## src/rtl/ir_pkg.sv

```systemverilog
// Shared opcode map, fetch FSM states and operand-presence rule for the
// instruction register and the future control unit.
package ir_pkg;

  localparam logic [7:0] OPC_LD   = 8'hFF;
  localparam logic [7:0] OPC_ADD  = 8'hFE;
  localparam logic [7:0] OPC_SUB  = 8'hFD;
  localparam logic [7:0] OPC_AND  = 8'hFC;
  localparam logic [7:0] OPC_OR   = 8'hFB;
  localparam logic [7:0] OPC_SHL  = 8'hF9;
  localparam logic [7:0] OPC_HALT = 8'hF8;
  localparam logic [7:0] OPC_XOR  = 8'hF2;

  typedef enum logic [1:0] {
    S_OPC  = 2'd0,
    S_OPND = 2'd1,
    S_HOLD = 2'd2,
    S_HALT = 2'd3
  } state_e;

  function automatic logic has_operand(input logic [7:0] opc);
    return opc inside {OPC_LD, OPC_ADD, OPC_SUB, OPC_AND, OPC_OR, OPC_XOR};
  endfunction

endpackage

```

## src/rtl/ir_decode.sv

```systemverilog
// Combinational opcode to one-hot decoder; any nonzero bit above the 8-bit
// opcode field, or an unlisted value, decodes as ILLEGAL.
module ir_decode
  import ir_pkg::*;
#(
  parameter int DATA_W = 8
) (
  input  logic [DATA_W-1:0] i_opcode,
  input  logic              i_en,
  output logic              o_ld,
  output logic              o_add,
  output logic              o_sub,
  output logic              o_and,
  output logic              o_or,
  output logic              o_shl,
  output logic              o_xor,
  output logic              o_halt,
  output logic              o_illegal
);

  logic w_hi_zero;

  assign w_hi_zero = ((i_opcode >> 8) == '0);

  always_comb begin
    o_ld      = 1'b0;
    o_add     = 1'b0;
    o_sub     = 1'b0;
    o_and     = 1'b0;
    o_or      = 1'b0;
    o_shl     = 1'b0;
    o_xor     = 1'b0;
    o_halt    = 1'b0;
    o_illegal = 1'b0;
    if (i_en) begin
      if (!w_hi_zero) begin
        o_illegal = 1'b1;
      end else begin
        case (i_opcode[7:0])
          OPC_LD:   o_ld      = 1'b1;
          OPC_ADD:  o_add     = 1'b1;
          OPC_SUB:  o_sub     = 1'b1;
          OPC_AND:  o_and     = 1'b1;
          OPC_OR:   o_or      = 1'b1;
          OPC_SHL:  o_shl     = 1'b1;
          OPC_XOR:  o_xor     = 1'b1;
          OPC_HALT: o_halt    = 1'b1;
          default:  o_illegal = 1'b1;
        endcase
      end
    end
  end

endmodule

```

## src/rtl/ir_fetch_decode.sv

```systemverilog
// Instruction register: fetches an opcode plus 0 or OPND_BYTES operand bytes
// over valid/ready, presents the decoded instruction until ACK, halts on HALT.
module ir_fetch_decode
  import ir_pkg::*;
#(
  parameter int DATA_W     = 8,
  parameter int OPND_BYTES = 1
) (
  input  logic                         i_clk,
  input  logic                         i_clr_n,
  input  logic [DATA_W-1:0]            i_d,
  input  logic                         i_d_valid,
  output logic                         o_d_ready,
  input  logic                         i_instr_ack,
  input  logic                         i_resume,
  output logic                         o_instr_valid,
  output logic                         o_ld,
  output logic                         o_add,
  output logic                         o_sub,
  output logic                         o_and,
  output logic                         o_or,
  output logic                         o_shl,
  output logic                         o_xor,
  output logic                         o_halt,
  output logic                         o_illegal,
  output logic [DATA_W-1:0]            o_opcode,
  output logic [OPND_BYTES*DATA_W-1:0] o_operand,
  output logic                         o_halted
);

  localparam int CNT_W = (OPND_BYTES > 1) ? $clog2(OPND_BYTES) : 1;

  state_e                        r_state;
  state_e                        w_state_nxt;
  logic                          r_live;
  logic [DATA_W-1:0]             r_opcode;
  logic [OPND_BYTES*DATA_W-1:0]  r_operand;
  logic [CNT_W-1:0]              r_cnt;
  logic                          w_xfer;
  logic                          w_has_opnd;
  logic                          w_opc_is_halt;

  // Upper data bits force ILLEGAL, so such opcodes never fetch operands.
  assign w_has_opnd    = has_operand(i_d[7:0]) && ((i_d >> 8) == '0);
  assign w_opc_is_halt = (r_opcode == DATA_W'(OPC_HALT));
  assign w_xfer        = i_d_valid & o_d_ready;

  always_comb begin
    w_state_nxt   = r_state;
    o_d_ready     = 1'b0;
    o_instr_valid = 1'b0;
    o_halted      = 1'b0;
    case (r_state)
      S_OPC: begin
        o_d_ready = r_live;
        if (r_live && i_d_valid) w_state_nxt = w_has_opnd ? S_OPND : S_HOLD;
      end
      S_OPND: begin
        o_d_ready = r_live;
        if (r_live && i_d_valid && (r_cnt == CNT_W'(OPND_BYTES - 1))) w_state_nxt = S_HOLD;
      end
      S_HOLD: begin
        o_instr_valid = 1'b1;
        if (i_instr_ack) w_state_nxt = w_opc_is_halt ? S_HALT : S_OPC;
      end
      S_HALT: begin
        o_halted = 1'b1;
        if (i_resume) w_state_nxt = S_OPC;
      end
      default: w_state_nxt = S_OPC;
    endcase
  end

  // r_live keeps D_READY low until the first clock after reset release.
  always_ff @(posedge i_clk or negedge i_clr_n) begin
    if (!i_clr_n) begin
      r_state   <= S_OPC;
      r_live    <= 1'b0;
      r_opcode  <= '0;
      r_operand <= '0;
      r_cnt     <= '0;
    end else begin
      r_state <= w_state_nxt;
      r_live  <= 1'b1;
      if (w_xfer) begin
        if (r_state == S_OPC) begin
          r_opcode  <= i_d;
          r_operand <= '0;
          r_cnt     <= '0;
        end else begin
          for (int i = 0; i < OPND_BYTES; i++) begin
            if (r_cnt == CNT_W'(i)) r_operand[i*DATA_W +: DATA_W] <= i_d;
          end
          r_cnt <= r_cnt + 1'b1;
        end
      end
    end
  end

  assign o_opcode  = r_opcode;
  assign o_operand = r_operand;

  ir_decode #(.DATA_W(DATA_W)) u_dec (
    .i_opcode  (r_opcode),
    .i_en      (o_instr_valid),
    .o_ld      (o_ld),
    .o_add     (o_add),
    .o_sub     (o_sub),
    .o_and     (o_and),
    .o_or      (o_or),
    .o_shl     (o_shl),
    .o_xor     (o_xor),
    .o_halt    (o_halt),
    .o_illegal (o_illegal)
  );

endmodule

```

## config.mk

```make
export PLATFORM = sky130hd
export DESIGN_NAME = ir_fetch_decode
export DESIGN_NICKNAME = d
export VERILOG_FILES = /design/src/rtl/ir_pkg.sv /design/src/rtl/ir_decode.sv /design/src/rtl/ir_fetch_decode.sv
export SDC_FILE = /design/constraint.sdc
export NUM_CORES = 1
export LEC_CHECK = 0
export ABC_CLOCK_PERIOD_IN_PS = 3500
export BUFFER_PORTS_ARGS = -buffer_cell sky130_fd_sc_hd__buf_2
export CAP_MARGIN = 20
export CORE_MARGIN = 2
export CORE_UTILIZATION = 49
export CTS_CLUSTER_SIZE = 20
export DETAILED_ROUTE_END_ITERATION = 8
export PLACE_DENSITY = 0.82
export SLEW_MARGIN = 10
export SYNTH_ARGS = -nofsm -noshare
export SYNTH_HDL_FRONTEND = slang
export SYNTH_SLANG_ARGS = --single-unit
export TNS_END_PERCENT = 30
```

## constraint.sdc

```tcl
create_clock -name i_clk -period 3.5 [get_ports i_clk]
set_input_delay 0.7 -clock i_clk [delete_from_list [all_inputs] [get_ports i_clk]]
set_output_delay 0.7 -clock i_clk [all_outputs]
set_load 0.1 [all_outputs]
```

======== Yosys cells after proc, flatten, opt, wreduce, memory -nomap -nowiden ========
Index checks and enable logic that the tools add are counted.
storage, ports and cells
  logic and storage cells ................. 70
  memory bits (read-only) ................. 0
  bits in registers ....................... 20
  bits in latches ......................... 0
  memories kept ........................... 0
  bits in writable memories ............... 0
  output and inout port bits .............. 28
operators by class
  divide/modulo/power cells ............... 0
  order comparisons ....................... 0
  bitwise operators ....................... 2
  multiply operators ...................... 0
  reduce and logical (&&, ||, !) cells .... 9
  shift operators ......................... 0
  mux-type cells .......................... 31
  $add $sub $neg .......................... 1
  eq/ne operators ......................... 22
operator list
  cell                   number
  $eq A8 B8 Y1 const B   14
  $mux W1                22
  $mux W8                2
  $mux W2                6
  $ne A2 B2 Y1 const B   4
  $pmux W2 S4            1
  $reduce_or A8 Y1       1
  $reduce_bool A6 Y1     1
  $eq A2 B2 Y1 const B   2
  $reduce_and A2 Y1      2
  $reduce_and A4 Y1      1
  $eq A2 B1 Y1 const B   1
  $logic_and A1 B1 Y1    2
  $logic_not A2 Y1       1
  $ne A2 B1 Y1 const B   1
  $reduce_or A2 Y1       1
  $add A1 B1 Y1 const B  1
  $and A1 B1 Y1          1
  $not A1 Y1             1

======== Depth between registers and ports, before layout ========
  word-level depth ........................ 5
  gate-level depth with buffers ........... 6

======== Cells and area by module ========
A second synthesis with hierarchy kept.
second synthesis, totals
  cell total of the unflattened synthesis .. 82
  area, all modules ....................... 1,003.5 um2
by module, submodules not included
  module           sequential area each (um2)  area each (um2)  times used  cells each
  ir_fetch_decode  500.5                       870.8            1           63
  ir_decode        0.0                         132.6            1           19

======== Worst setup path before layout ========
No wires, ideal clock.
  kind .................................... register to output
  from .................................... register r_opcode[5] (netlist: o_opcode[5])
  to ...................................... output o_or
  setup slack ............................. -0.744 ns
  stages on the path, launching flop included .. 4
  data arrival time ....................... 3.544 ns
  cell sequence ........................... dfrtp_1 -> and4_2 -> nand3_1 -> nor3_1
between the ends
  longest elaborated chain between the ends .. 3
ends and longest elaborated chain
  item                    line                   text
  start, declared         ir_fetch_decode.sv:36  logic [DATA_W-1:0] r_opcode;
  start signal, assigned  ir_fetch_decode.sv:87  r_opcode <= i_d;
  $eq A8 B8 Y1            ir_decode.sv:39        case (i_opcode[7:0])
  $mux W1                 ir_decode.sv:39
  $mux W1                 ir_decode.sv:35        if (i_en) begin
  end, declared           ir_fetch_decode.sv:21  output logic o_or,
No other way between the ends.

======== Final worst setup path ========
  from .................................... register r_state[1]
  to ...................................... output o_halt
between the ends
  longest elaborated chain between the ends .. 3
ends and longest elaborated chain
  item                    line                   text
  start, declared         ir_fetch_decode.sv:33  state_e r_state;
  start signal, assigned  ir_fetch_decode.sv:83  r_state <= w_state_nxt;
  $eq A2 B2 Y1            ir_fetch_decode.sv:53  case (r_state)
  $mux W1                 ir_fetch_decode.sv:53
  $mux W1                 ir_decode.sv:35
  end, declared           ir_fetch_decode.sv:24  output logic o_halt,
No other way between the ends.

==> results_dict.tcl <==
set metrics [dict create \
    routed-via-count 807 \
    yosys.area.top_type "dfrtp_1" \
    rows 16 \
    period_share_pct 74.4 \
    viasPerCell 5.31 \
    grt_pass1_vias 781 \
    synthArstFlopShare_pct 100 \
    crit_path_start_kind "register" \
    drt-initial-drc-count 10 \
    muxShareOfSynthArea_pct 10.5 \
    critPathCaptureType "primary output" \
    postLayoutCoreUtil_pct 63.5 \
    synth-edff-count 0 \
    die_w_um 48.5 \
    cts_tree "built" \
    synth_xor_area_share_pct 0.903 \
    clockRootBuffer "clkbuf_4" \
    setup.worst_path.class "reg2out" \
    yosys_warnings 0 \
    yosys-top-cells-count "dfrtp_1, mux2_2, nand2_1, a22o_1, nor2_1" \
    coreArea_um2 1920 \
    clk_latency_ns 0.30 \
    cts_resized 0 \
    grt_max_degree 21 \
    synth_cell_types 31 \
    drive_above_1_share_pct 50.4 \
    ys_seq_area_share_pct 51.6 \
    ys.flop_type "dfrtp_1" \
    num_antenna_cells 0 \
    rsz0062_at_grt "false" \
    cp.required_ns 2.80 \
    dpl.cell_count 148 \
    synth_top_area_share_pct 51.6 \
    syn2layout_area_growth_pct 25.8 \
    synth_area_um2 970 \
    syn-num-nets 97 \
    clk_pin_slew_ns 0.11 \
    portBuffers 40 \
    htreeDepth 1 \
    finalInstanceArea_um2 1220 \
    synth_compound_area_share_pct 12.8 \
    maxCapViolCount 0 \
    clock_path_buffers 2 \
    synthAdderAreaFrac_pct 0 \
    post_dp_cell_area_um2 1180 \
    track_usage_pct 19.9 \
    start_util_pct 50.5 \
    slew_viol_final 0 \
    ctsHoldBuffers 0 \
    grt_pass1_wl_um 3620 \
    status "finished, final reports clean" \
    routed_wl_um 2160 \
    ys_seq_elements 20 \
    synth_top_family_by_area "simple AND/OR/NAND/NOR gates" \
    post_cts_buffers 0 \
    ioPinCount 41 \
    place.gp.congestion 0.786 \
    drt-wirelength-per-cell_um 14.2 \
    multi_input_area_um2 442 \
    min_period_ns 2.60 \
    synth_area_leaders "dfrtp_1, mux2_2, a22o_1" \
    cts_buffers 3 \
    worstPathArrival_ns 1.90 \
    final_cells 152 \
    drcViolationCount 0 \
    cts_sinks 20 \
    fill_cells 166 \
    nets 139 \
    grt_overflow 0 \
    synth-simple-area-share_pct 21.0 \
    clock_skew_ns 0.00340 \
    hold_viol 0 \
    setup_viol 0 \
    tns_ns 0 \
    post-synth-top-count-cell "dfrtp_1" \
    antenna_found_initial 0 \
    hp-class "in2async" \
    ant_nets 0 \
    die-area_um2 2350 \
    relSlewSlack_pct 54.6 \
    syn_inst 84 \
    fmax_mhz 384 \
    worst-path-max-fanout 7 \
    avgSynthCellArea_um2 11.5 \
    regArea_um2 500 \
    dr.pass1.iters 4 \
    hpwl_um 1600 \
    die_h_um 48.5 \
    tightest_slew_ns 0.677 \
]
## worst max-delay path, cell delays in order, from the launching register on
cell,delay [ns]
dfrtp_1,0.46
nor2b_1,0.37
and4_2,0.33
buf_2,0.43
## final cells by class
cell class | instances | area share, %
timing repair buffer | 40 | 16.4
inverter | 2 | 0.615
multi-input combinational | 59 | 36.2
sequential | 20 | 41.0
clock buffer | 4 | 2.97
tap | 27 | 2.77
## per-layer routing
metal	up-vias	wire length (um)	global-route usage, %
met2	26	1050	32.6
met3	4	89	3.70
met1	389	995	26.3
met5	-	0	0
met4	0	23	7.62
li1	388	-	-
## cells by family (layout without fill, tap and decap cells)
logic type                Yosys count  in the layout
xor gates and xnor gates            1              1
and+or+nand+nor                    33             33
AOI/OAI and AO/OA                  15             15
buffers and inverters               5             46
muxes                               9              9
other                               1              1
DFF                                20             20
## cell usage in the layout (no fill, tap or decap), drive strengths merged, types with 2 or more instances in the layout
cell type  netlist  final
nand3b           2      2
nand3            4      4
mux2             9      9
a22o             8      8
nor3             4      4
buf              1     40
a21oi            2      2
inv              2      2
and4             2      2
dfrtp           20     20
clkbuf           2      4
nand2            8      8
a21o             2      2
nor2             7      7
nor2b            2      2
## registers in the layout (all words and copies together) (netlist names)
signal and count:
o_opcode 8, r_state 2, r_cnt 1, r_live 1, o_operand 8
## through the flow
step / worst slack, ns / hold WS (ns)
6_report: 0.897 / 0.322
5_1_grt: 0.741 / 0.346
4_1_cts: 0.894 / 0.334
3_5_place_dp: 1.24 / 0.485
3_3_place_gp: 1.30 / 0.486
2_1_floorplan: -0.744 / 0.404
## final timing paths
check,startpoint,cells past startpoint,endpoint,slack [ns]
setup / recovery,r_state[1],3,o_halt,0.90
max in group asynchronous,i_clr_n,1,o_opcode[4],2.88
setup reg to reg,r_state[1],3,o_opcode[6],1.95
hold reg to reg,o_operand[6],1,o_operand[6],0.51
hold / removal,i_clr_n,1,r_state[0],0.32
min in group i_clk,o_operand[6],1,o_operand[6],0.51
Power is not shown: default switching activity piles up to over one toggle a cycle in this logic, so the estimate is an artifact.
